==> src/rtl/bit_serial_adder.sv <==
// Bit-serial adder: one full-adder slice per clock, carry recirculated in a flop.
// Define SERIAL_ADD_OVF_EN to add the registered signed-overflow output ovf.
module full_adder (
    input  logic a,
    input  logic b,
    input  logic cin,
    output logic s,
    output logic cout
);
    assign s    = a ^ b ^ cin;
    assign cout = (a & b) | (cin & (a ^ b));
endmodule

module bit_serial_adder #(
    parameter int WIDTH = 8
) (
    input  logic             clk,
    input  logic             reset,
    input  logic             start,
    input  logic [WIDTH-1:0] a,
    input  logic [WIDTH-1:0] b,
    input  logic             cin,
    output logic             busy,
    output logic             done,
    output logic [WIDTH-1:0] sum,
`ifdef SERIAL_ADD_OVF_EN
    output logic             cout,
    output logic             ovf
`else
    output logic             cout
`endif
);
    localparam int CW = (WIDTH > 1) ? $clog2(WIDTH) : 1;
    localparam logic [CW-1:0] LAST = CW'(WIDTH - 1);

    localparam logic [1:0] IDLE = 2'd0;
    localparam logic [1:0] RUN  = 2'd1;
    localparam logic [1:0] DONE = 2'd2;

    logic [1:0]       state;
    logic [WIDTH-1:0] sh_a;
    logic [WIDTH-1:0] sh_b;
    logic [WIDTH-1:0] sh_s;
    logic             carry;
    logic [CW-1:0]    cnt;
    logic             s;
    logic             c;

    full_adder slice (
        .a    (sh_a[0]),
        .b    (sh_b[0]),
        .cin  (carry),
        .s    (s),
        .cout (c)
    );

    assign busy = (state == RUN) || (state == DONE);
    assign done = (state == DONE);

    always_ff @(posedge clk or posedge reset) begin
        if (reset) begin
            state <= IDLE;
            sh_a  <= '0;
            sh_b  <= '0;
            sh_s  <= '0;
            carry <= 1'b0;
            cnt   <= '0;
            sum   <= '0;
            cout  <= 1'b0;
`ifdef SERIAL_ADD_OVF_EN
            ovf   <= 1'b0;
`endif
        end else begin
            case (state)
                IDLE: begin
                    if (start) begin
                        sh_a  <= a;
                        sh_b  <= b;
                        carry <= cin;
                        cnt   <= '0;
                        sh_s  <= '0;
                        state <= RUN;
                    end
                end
                RUN: begin
                    sh_s  <= {s, sh_s[WIDTH-1:1]};
                    sh_a  <= sh_a >> 1;
                    sh_b  <= sh_b >> 1;
                    carry <= c;
                    cnt   <= cnt + CW'(1);
                    if (cnt == LAST) begin
                        sum   <= {s, sh_s[WIDTH-1:1]};
                        cout  <= c;
`ifdef SERIAL_ADD_OVF_EN
                        // carry still holds the carry into the MSB slice
                        ovf   <= carry ^ c;
`endif
                        state <= DONE;
                    end
                end
                DONE: begin
                    state <= IDLE;
                end
                default: begin
                    state <= IDLE;
                end
            endcase
        end
    end
endmodule
==> config.mk <==
export PLATFORM = sky130hd
export DESIGN_NAME = bit_serial_adder
export DESIGN_NICKNAME = d
export VERILOG_FILES = /design/src/rtl/bit_serial_adder.sv
export SDC_FILE = /design/constraint.sdc
export NUM_CORES = 1
export LEC_CHECK = 0
export ABC_CLOCK_PERIOD_IN_PS = 3400
export CAP_MARGIN = 20
export CORE_ASPECT_RATIO = 0.6
export CORE_UTILIZATION = 59
export CTS_BUF_LIST = sky130_fd_sc_hd__clkbuf_8
export CTS_CLUSTER_SIZE = 30
export DETAILED_ROUTE_END_ITERATION = 8
export PLACE_DENSITY = 0.94
export SYNTH_ARGS = -nofsm -noshare
export SYNTH_HDL_FRONTEND = slang
export SYNTH_SLANG_ARGS = --single-unit
==> constraint.sdc <==
create_clock -name clk -period 3.4 [get_ports clk]
set_input_delay 0.34 -clock clk [delete_from_list [all_inputs] [get_ports clk]]
set_output_delay 0.34 -clock clk [all_outputs]
set_load 0.01 [all_outputs]
After elaboration in Yosys (flattened, before gate mapping)
Cells that the tools add are included.
{"block": "word_totals", "regBits": 39, "inputBits": 20, "out_inout_bits": 11, "word_cells": 38}
{"block": "classes", "n_addsub": 1, "eq_ne": 5, "muxes": 13, "n_bitwise": 5, "reduce_logical": 6}
{"cell": "$pmux W8 S2", "count": 3}
{"cell": "$mux W8", "count": 3}
{"cell": "$pmux W3 S2", "count": 1}
{"cell": "$reduce_and A2 Y1", "count": 3}
{"cell": "$mux W2", "count": 2}
{"cell": "$pmux W2 S2", "count": 1}
{"cell": "$add A3 B1 Y3 const B", "count": 1}
{"cell": "$eq A3 B3 Y1 const B", "count": 1}
{"cell": "$mux W3", "count": 1}
{"cell": "$and A1 B1 Y1", "count": 2}
{"cell": "$eq A2 B1 Y1 const B", "count": 1}
{"cell": "$eq A2 B2 Y1 const B", "count": 1}
{"cell": "$logic_not A2 Y1", "count": 1}
{"cell": "$ne A2 B1 Y1 const B", "count": 1}
{"cell": "$ne A2 B2 Y1 const B", "count": 1}
{"cell": "$pmux W1 S2", "count": 1}
{"cell": "$reduce_bool A2 Y1", "count": 1}
{"cell": "$xor A1 B1 Y1", "count": 2}
{"cell": "$logic_or A1 B1 Y1", "count": 1}
{"cell": "$mux W1", "count": 1}
{"cell": "$or A1 B1 Y1", "count": 1}

Longest topological paths before layout
Gate-level depths: netlist of run 1.
{"block": "depth", "depth_word": 4, "mapped_depth": 7, "depth_no_buf": 5}

Hierarchy
From an unflattened synthesis of run 1, not the netlist that was laid out.
{"block": "hier_totals", "hier_cells": 161, "hier_area_um2": 1991.9}
{"module": "bit_serial_adder", "instances": 1, "cells_each": 160, "area_per_inst_um2": 1971.9, "seq_area_each_um2": 950.9}
{"module": "full_adder", "instances": 1, "cells_each": 1, "area_per_inst_um2": 20.0, "seq_area_each_um2": 0.0}

Worst setup path before layout of run 1
Ideal clock, no wire load.
{"block": "synth_path", "path_type": "reg2reg", "start": "register state[0]", "end": "register carry", "setup_ns": 0.123, "arrival_time_ns": 1.434, "t_required_ns": 3.277, "slack_ns": 1.843, "path_stages_with_launch": 8, "path_buffers": 2, "synth_period_minus_slack_ns": 1.557, "cell_sequence": "dfrtp_1 > inv_1 > ha_1 > nor2b_1 > buf_4 > nand2b_1 > buf_2 > o221a_1"}
{"block": "synth_between", "elab_chain_len": 3, "word_cells_on_any_way": 6, "cone_classes": "2 x eq/ne; 1 x mux; 3 x reduce/logical"}
{"item": "start: declaration", "line": "40", "rtl": "logic [1:0] state;"}
{"item": "start signal: assignment", "line": "62", "rtl": "state <= IDLE;"}
{"item": "start signal: assignment", "line": "82", "rtl": "state <= RUN;"}
{"item": "start signal: assignment", "line": "98", "rtl": "state <= DONE;"}
{"item": "$eq A2 B1 Y1 / $logic_not A2 Y1 (equally long branches)", "line": "74", "rtl": "case (state)"}
{"item": "$reduce_bool A2 Y1 (no line) / $ne A2 B2 Y1 (equally long branches)"}
{"item": "$reduce_and A2 Y1 (no line)"}
{"item": "end signal: assignment", "line": "79", "rtl": "carry <= cin;"}
{"item": "end: declaration", "line": "44", "rtl": "logic carry;"}
Parallel ways exist; a longest one is shown, timed or not.
A chain may end at the register's enable or synchronous reset.

Final worst setup path of run 1
{"block": "layout_path", "start": "register state[0]", "end": "register sh_b[6]"}
{"block": "layout_between", "elab_chain_len": 3, "word_cells_on_any_way": 6, "cone_classes": "2 x eq/ne; 1 x mux; 3 x reduce/logical"}
{"item": "$eq A2 B1 Y1 / $logic_not A2 Y1 (equally long branches)", "line": "74"}
{"item": "$reduce_bool A2 Y1 (no line) / $ne A2 B2 Y1 (equally long branches)"}
{"item": "$reduce_and A2 Y1 (no line)"}
{"item": "end signal: assignment", "line": "88", "rtl": "sh_b <= sh_b >> 1;"}
{"item": "end: declaration", "line": "42", "rtl": "logic [WIDTH-1:0] sh_b;"}
Parallel ways exist; a longest one is shown, timed or not.

==> flow_metrics.tcl, run 1 <==
set metrics [dict create \
    status "finished clean" \
    setup_viol 0 \
    synth_xor_xnor_area_share 0.00479 \
    tritoncts "yes" \
    max_stage_delay_ns 0.63 \
    layout-drive-gt1-share 0.0670 \
    worstSetupStartpointType "register" \
    cp.required_ns 3.62 \
    synthDistinctLibCells 31 \
    worst_pin_slew_ns 0.724 \
    clock_latency_ns 0.29 \
    path_buf_inv 1 \
    drc 0 \
    leakagePower_nw 0.962 \
    root_buffer "clkbuf_8" \
    routed_via_density 5.86 \
    crit_fanout 22 \
    rrSetupSlack_ns 0.85 \
    cts.repair_timing.setup_buffer_count 0 \
    p_per_area_nw_per_um2 863 \
    top_usage_layer "met2" \
    cts.htree.levels 2 \
    dpl.cell_count 213 \
    crit_start "state[0]" \
    end_kind "register" \
    clock-sinks 38 \
    yosys.area_share.simple 0.0890 \
    dieArea_um2 3330 \
    final_area_um2 2250 \
    synth-seq-cells 38 \
    grt_setup_unrepaired "false" \
    synth_top_family_by_area "compound AO/OA/AOI/OAI gates" \
    grt_pass1_wl_um 6120 \
    cp_data_arrival_time_ns 2.76 \
    grt_overflow 0 \
    postPlaceCellArea_um2 2150 \
    fill_cells 181 \
    fin_util 0.772 \
    final_cells 221 \
    track_usage 0.262 \
    drt_first_pass_iters 4 \
    antenna_found_initial 0 \
    start_util 0.628 \
    cp_slowest_cell "ha_1" \
    synth.area.mux_share 0.119 \
    postSynthNetCount 173 \
    cp_cell_sequence "inv_1, ha_1, nor2b_1, nand2b_1, o221a_1" \
    place_congestion 0.795 \
    maxCapViolations 0 \
    cts_max_path_buffers 2 \
    ctsHoldBuffers 0 \
    dieWidth_um 73.9 \
    met2_usage 0.398 \
    layout_commonest_cell "dfrtp_1" \
    ant_nets 0 \
    cts_inserted_buffers 5 \
    regToRegStartpoint "state[0]" \
    finalPower_mw 1.94 \
    synth_warnings 0 \
    finalClockSkew_ns 0.00325 \
    wl_per_cell_um 17.6 \
    r2r_cells 5 \
    grtUsageMet3 0.0737 \
    hp-class "in2async" \
    antennaDiodeCount 0 \
    syn_area_um2 1830 \
    hold_violations 0 \
    post-route-period-util 0.749 \
    place_hpwl_um 2530 \
    drt_wl_total_um 3890 \
    synth_cells 146 \
    slew_headroom 0.518 \
    area_delta_synth_final_pct 22.9 \
    timing.rr.end "sh_b[6]" \
    route.vias.total 1296 \
    cp_top_family "simple AND/OR/NAND/NOR gates" \
    core_um2 2910 \
    yosys.area_share.adder 0.0520 \
    num_io_pins 31 \
    critical_path_class "reg2reg" \
    synth-compound-area-share 0.180 \
    ys_seq_area_frac 0.520 \
    rows 15 \
    ir_worst_vdd_mv 0.472 \
    slew_violations 0 \
    final_cell_mix "dfrtp_1, clkdlybuf4s50_1, mux2_1" \
    io_buffers 30 \
    fin_setup_tns_ns 0 \
    die_h_um 45.1 \
    grt_use_met1 0.366 \
    drtIter0Drc 85 \
    nNetsFinal 205 \
    grt_pass1_vias 1207 \
    cts-resized-gates 0 \
    period_needed_ns 2.55 \
    max_freq_mhz 393 \
    grt_max_degree 39 \
    avgSynthCellArea_um2 12.5 \
    clkSlewWorstSetupHoldPaths_ns 0.07 \
]
[synth_stat cells]
cell      number  area, um2
nand2b_1       7       43.8
nor3_1         1       5.00
fa_1           1       20.0
a221o_1        1       10.0
buf_1          1       3.75
a21oi_1        5       25.0
nor2_1         1       3.75
nor2b_1        4       25.0
buf_2          3       15.0
ha_1           6       75.1
a22oi_1        5       37.5
nor3b_1        1       7.51
a22o_1         6       52.6
a211oi_1       1       7.51
o221a_1        9        101
or2b_1         4       30.0
buf_6          1       11.3
inv_1          3       11.3
nand2_1        2       7.51
nand2_2        1       6.26
mux2_1        14        158
and2b_1        1       7.51
nand3b_1       1       7.51
o21ai_1        6       30.0
o22a_1         1       8.76
mux2i_1        6       60.1
and2_1         3       18.8
buf_4          3       22.5
dfrtp_1       38        951
xnor2_1        1       8.76
o22ai_1        9       56.3
[flip-flops by register name (all words and copies together) (netlist names)]
signal	count
sh_b	8
cnt	3
carry	1
sh_a	8
sum	8
cout	1
sh_s	7
state	2
[logic make-up after synthesis]
| kind of cell | count (synthesis) |
|---|---|
| AND/OR/NAND/NOR | 26 |
| AO/OA/AOI/OAI | 43 |
| buffers and inverters | 11 |
| adder cells (fa/ha/maj) | 7 |
| multiplexers | 20 |
| flip-flops | 38 |
| XOR/XNOR | 1 |
[worst reg2reg max path, stage by stage, from the launching register on]
cell      delay (ns)
dfrtp_1         0.42
inv_1           0.10
ha_1            0.63
nor2b_1         0.59
nand2b_1        0.45
o221a_1         0.29
[metal layers]
layer  share of wire  vias up
li1                -      613
met1            0.46      636
met2            0.47       40
met3           0.059        7
met4           0.011        0
met5               0        -
[report_power, final]
part | internal (mW) | total (mW) | leakage, nW | switching (mW)
logic | 0.424 | 0.835 | 0.440 | 0.411
registers | 0.633 | 0.782 | 0.474 | 0.150
clock network | 0.163 | 0.321 | 0.0472 | 0.158
[worst max path at each step]
stage,depth (start not counted),endpoint,slack [ns]
finish,5,sh_b[6],0.85
global route,5,sh_b[6],0.75
CTS,5,sh_b[6],0.89
detailed placement,5,sh_a[6],0.98
global placement,5,sh_a[5],1.16
floorplan,7,carry,1.84
[per-stage QoR]
step	setup slack, ns	hold slack [ns]
after global placement	1.16	0.474
after global routing	0.752	0.510
after floorplan	1.84	0.473
after detailed placement	0.982	0.480
after CTS	0.889	0.477
final	0.854	0.460
[area by class of cell]
| type | instances | area [um2] | share of cell area |
|---|---|---|---|
| Clock inverter | 2 | 12.5 | 0.00557 |
| Multi-Input combinational cell | 97 | 813 | 0.362 |
| Timing Repair Buffer | 33 | 323 | 0.144 |
| Sequential cell | 38 | 951 | 0.423 |
| Clock buffer | 6 | 82.6 | 0.0368 |
| Inverter | 3 | 11.3 | 0.00501 |
| Tap cell | 42 | 52.6 | 0.0234 |
(Power assumes the default switching activity.)
==> inputs of run 2 (changes only) <==
==> config.mk (replaced) <==
export PLATFORM = sky130hd
export DESIGN_NAME = bit_serial_adder
export DESIGN_NICKNAME = d
export VERILOG_FILES = /design/src/rtl/bit_serial_adder.sv
export SDC_FILE = /design/constraint.sdc
export NUM_CORES = 1
export LEC_CHECK = 0
export ABC_CLOCK_PERIOD_IN_PS = 2400
export CAP_MARGIN = 20
export CORE_ASPECT_RATIO = 0.6
export CORE_UTILIZATION = 54
export CTS_BUF_LIST = sky130_fd_sc_hd__clkbuf_8
export CTS_CLUSTER_SIZE = 30
export DETAILED_ROUTE_END_ITERATION = 8
export PLACE_DENSITY = 0.88
export SYNTH_ARGS = -nofsm -noshare
export SYNTH_HDL_FRONTEND = slang
export SYNTH_SLANG_ARGS = --single-unit
==> constraint.sdc (replaced) <==
create_clock -name clk -period 2.4 [get_ports clk]
set_input_delay 0.24 -clock clk [delete_from_list [all_inputs] [get_ports clk]]
set_output_delay 0.24 -clock clk [all_outputs]
set_load 0.01 [all_outputs]
==> run 2 against run 1 <==
Via count increased by 2.4%. Count of clock-buffer cells in the layout increased by 2. Clock power increased by 57%. Total power increased by 46%. Sequential cell count unchanged. Largest power group unchanged. Sequential share of layout area decreased by 0.70 points. Fmax increased by 27%. Largest cell class unchanged.
==> flow_metrics.tcl, run 2 (same netlist as run 1, synthesis figures left out) <==
set metrics [dict create \
    status "finished clean" \
    hold_violations 0 \
    area_delta_synth_final_pct 24.9 \
    drt_first_pass_iters 4 \
    nNetsFinal 208 \
    wl_per_cell_um 17.2 \
    end_kind "register" \
    cts_max_path_buffers 2 \
    cts.repair_timing.setup_buffer_count 0 \
    postPlaceCellArea_um2 2170 \
    layout_commonest_cell "dfrtp_1" \
    finalClockSkew_ns 0.00327 \
    io_buffers 30 \
    crit_fanout 13 \
    cts.htree.levels 2 \
    critical_path_class "reg2reg" \
    die_h_um 47.1 \
    drtIter0Drc 112 \
    tritoncts "yes" \
    track_usage 0.244 \
    drc 0 \
    grt_overflow 0 \
    ir_worst_vdd_mv 0.587 \
    ant_nets 0 \
    layout-drive-gt1-share 0.0824 \
    start_util 0.601 \
    place_hpwl_um 2750 \
    worst_pin_slew_ns 0.482 \
    p_per_area_nw_per_um2 1240 \
    leakagePower_nw 0.987 \
    rows 15 \
    clock-sinks 38 \
    cp_data_arrival_time_ns 2.22 \
    clkSlewWorstSetupHoldPaths_ns 0.07 \
    dieWidth_um 77.1 \
    place_congestion 0.795 \
    post-route-period-util 0.835 \
    num_io_pins 31 \
    cts_inserted_buffers 5 \
    antenna_found_initial 0 \
    clock_latency_ns 0.28 \
    fin_util 0.751 \
    final_area_um2 2280 \
    routed_via_density 5.92 \
    maxCapViolations 0 \
    drt_wl_total_um 3840 \
    slew_headroom 0.679 \
    slew_violations 0 \
    antennaDiodeCount 0 \
    dieArea_um2 3630 \
    cts-resized-gates 0 \
    hp-class "in2async" \
    top_regs "sh_a (8), sh_b (8), sum (8)" \
    setup_viol 0 \
    grt_setup_unrepaired "false" \
    period_needed_ns 2.00 \
    grt_pass1_wl_um 6560 \
    final_cell_mix "dfrtp_1, clkdlybuf4s50_1, mux2_1" \
    grt_max_degree 39 \
    route.vias.total 1327 \
    grt_pass1_vias 1339 \
    max_freq_mhz 499 \
    core_um2 3040 \
    fin_setup_tns_ns 0 \
    cp.required_ns 2.62 \
    worstSetupStartpointType "register" \
    ctsHoldBuffers 0 \
    root_buffer "clkbuf_8" \
]
==> run 2: cell types whose count changed in the layout (fill, tap and decap cells not counted) <==
cell        previous run  this run
clkinvlp_4             1         0
buf_4                  3         6
clkbuf_8               6         8
clkinv_2               1         0
==> run 2: final timing paths <==
check	start	endpoint	slack [ns]	cells after the start
max	state[1]	sh_a[5]	0.40	5
min	reset	sum[4]	0.37	3
max reg2reg	state[1]	sh_a[5]	0.40	5
min reg2reg	sum[3]	sum[3]	0.50	1
max in group asynchronous	reset	sum[2]	1.69	3
min in group clk	sum[3]	sum[3]	0.50	1
==> run 2: stage by stage <==
| step | hold WS, ns | power [mW] | instances | setup WS [ns] |
|---|---|---|---|---|
| after CTS | 0.393 | 2.84 | 224 | 0.399 |
| after floorplan | 0.373 | 1.94 | 146 | 0.843 |
| final | 0.371 | 2.84 | 224 | 0.397 |
| after detailed placement | 0.482 | 2.32 | 216 | 0.424 |
| after global placement | 0.473 | 2.25 | 216 | 0.509 |
| after global routing | 0.432 | 3.03 | 224 | 0.254 |
==> run 2: final cells by class <==
| class | instances | area, um2 |
|---|---|---|
| sequential | 38 | 951 |
| timing repair buffer | 36 | 345 |
| inverter | 3 | 11.3 |
| tap | 42 | 52.6 |
| fill | 197 | 757 |
| clock buffer | 8 | 110 |
| multi-input combinational | 97 | 813 |
==> run 2: where the power goes <==
part | internal [mW] | switching, mW
clock | 0.290 | 0.213
sequential | 0.896 | 0.200
combinational | 0.637 | 0.599
total | 1.82 | 1.01
==> run 2: routing by layer <==
layer  vias up  track usage  wire, um
li1        614            -         -
met1       659        0.341      1880
met2        49        0.398      1700
met3         5       0.0544       233
met4         0       0.0679        31
met5         -            0         0
==> run 2: worst max-delay path, stage by stage (launching register included) <==
cell	delay (ns)
dfrtp_1	0.40
inv_1	0.12
ha_1	0.45
nor2b_1	0.34
nand2b_1	0.38
o221a_1	0.25
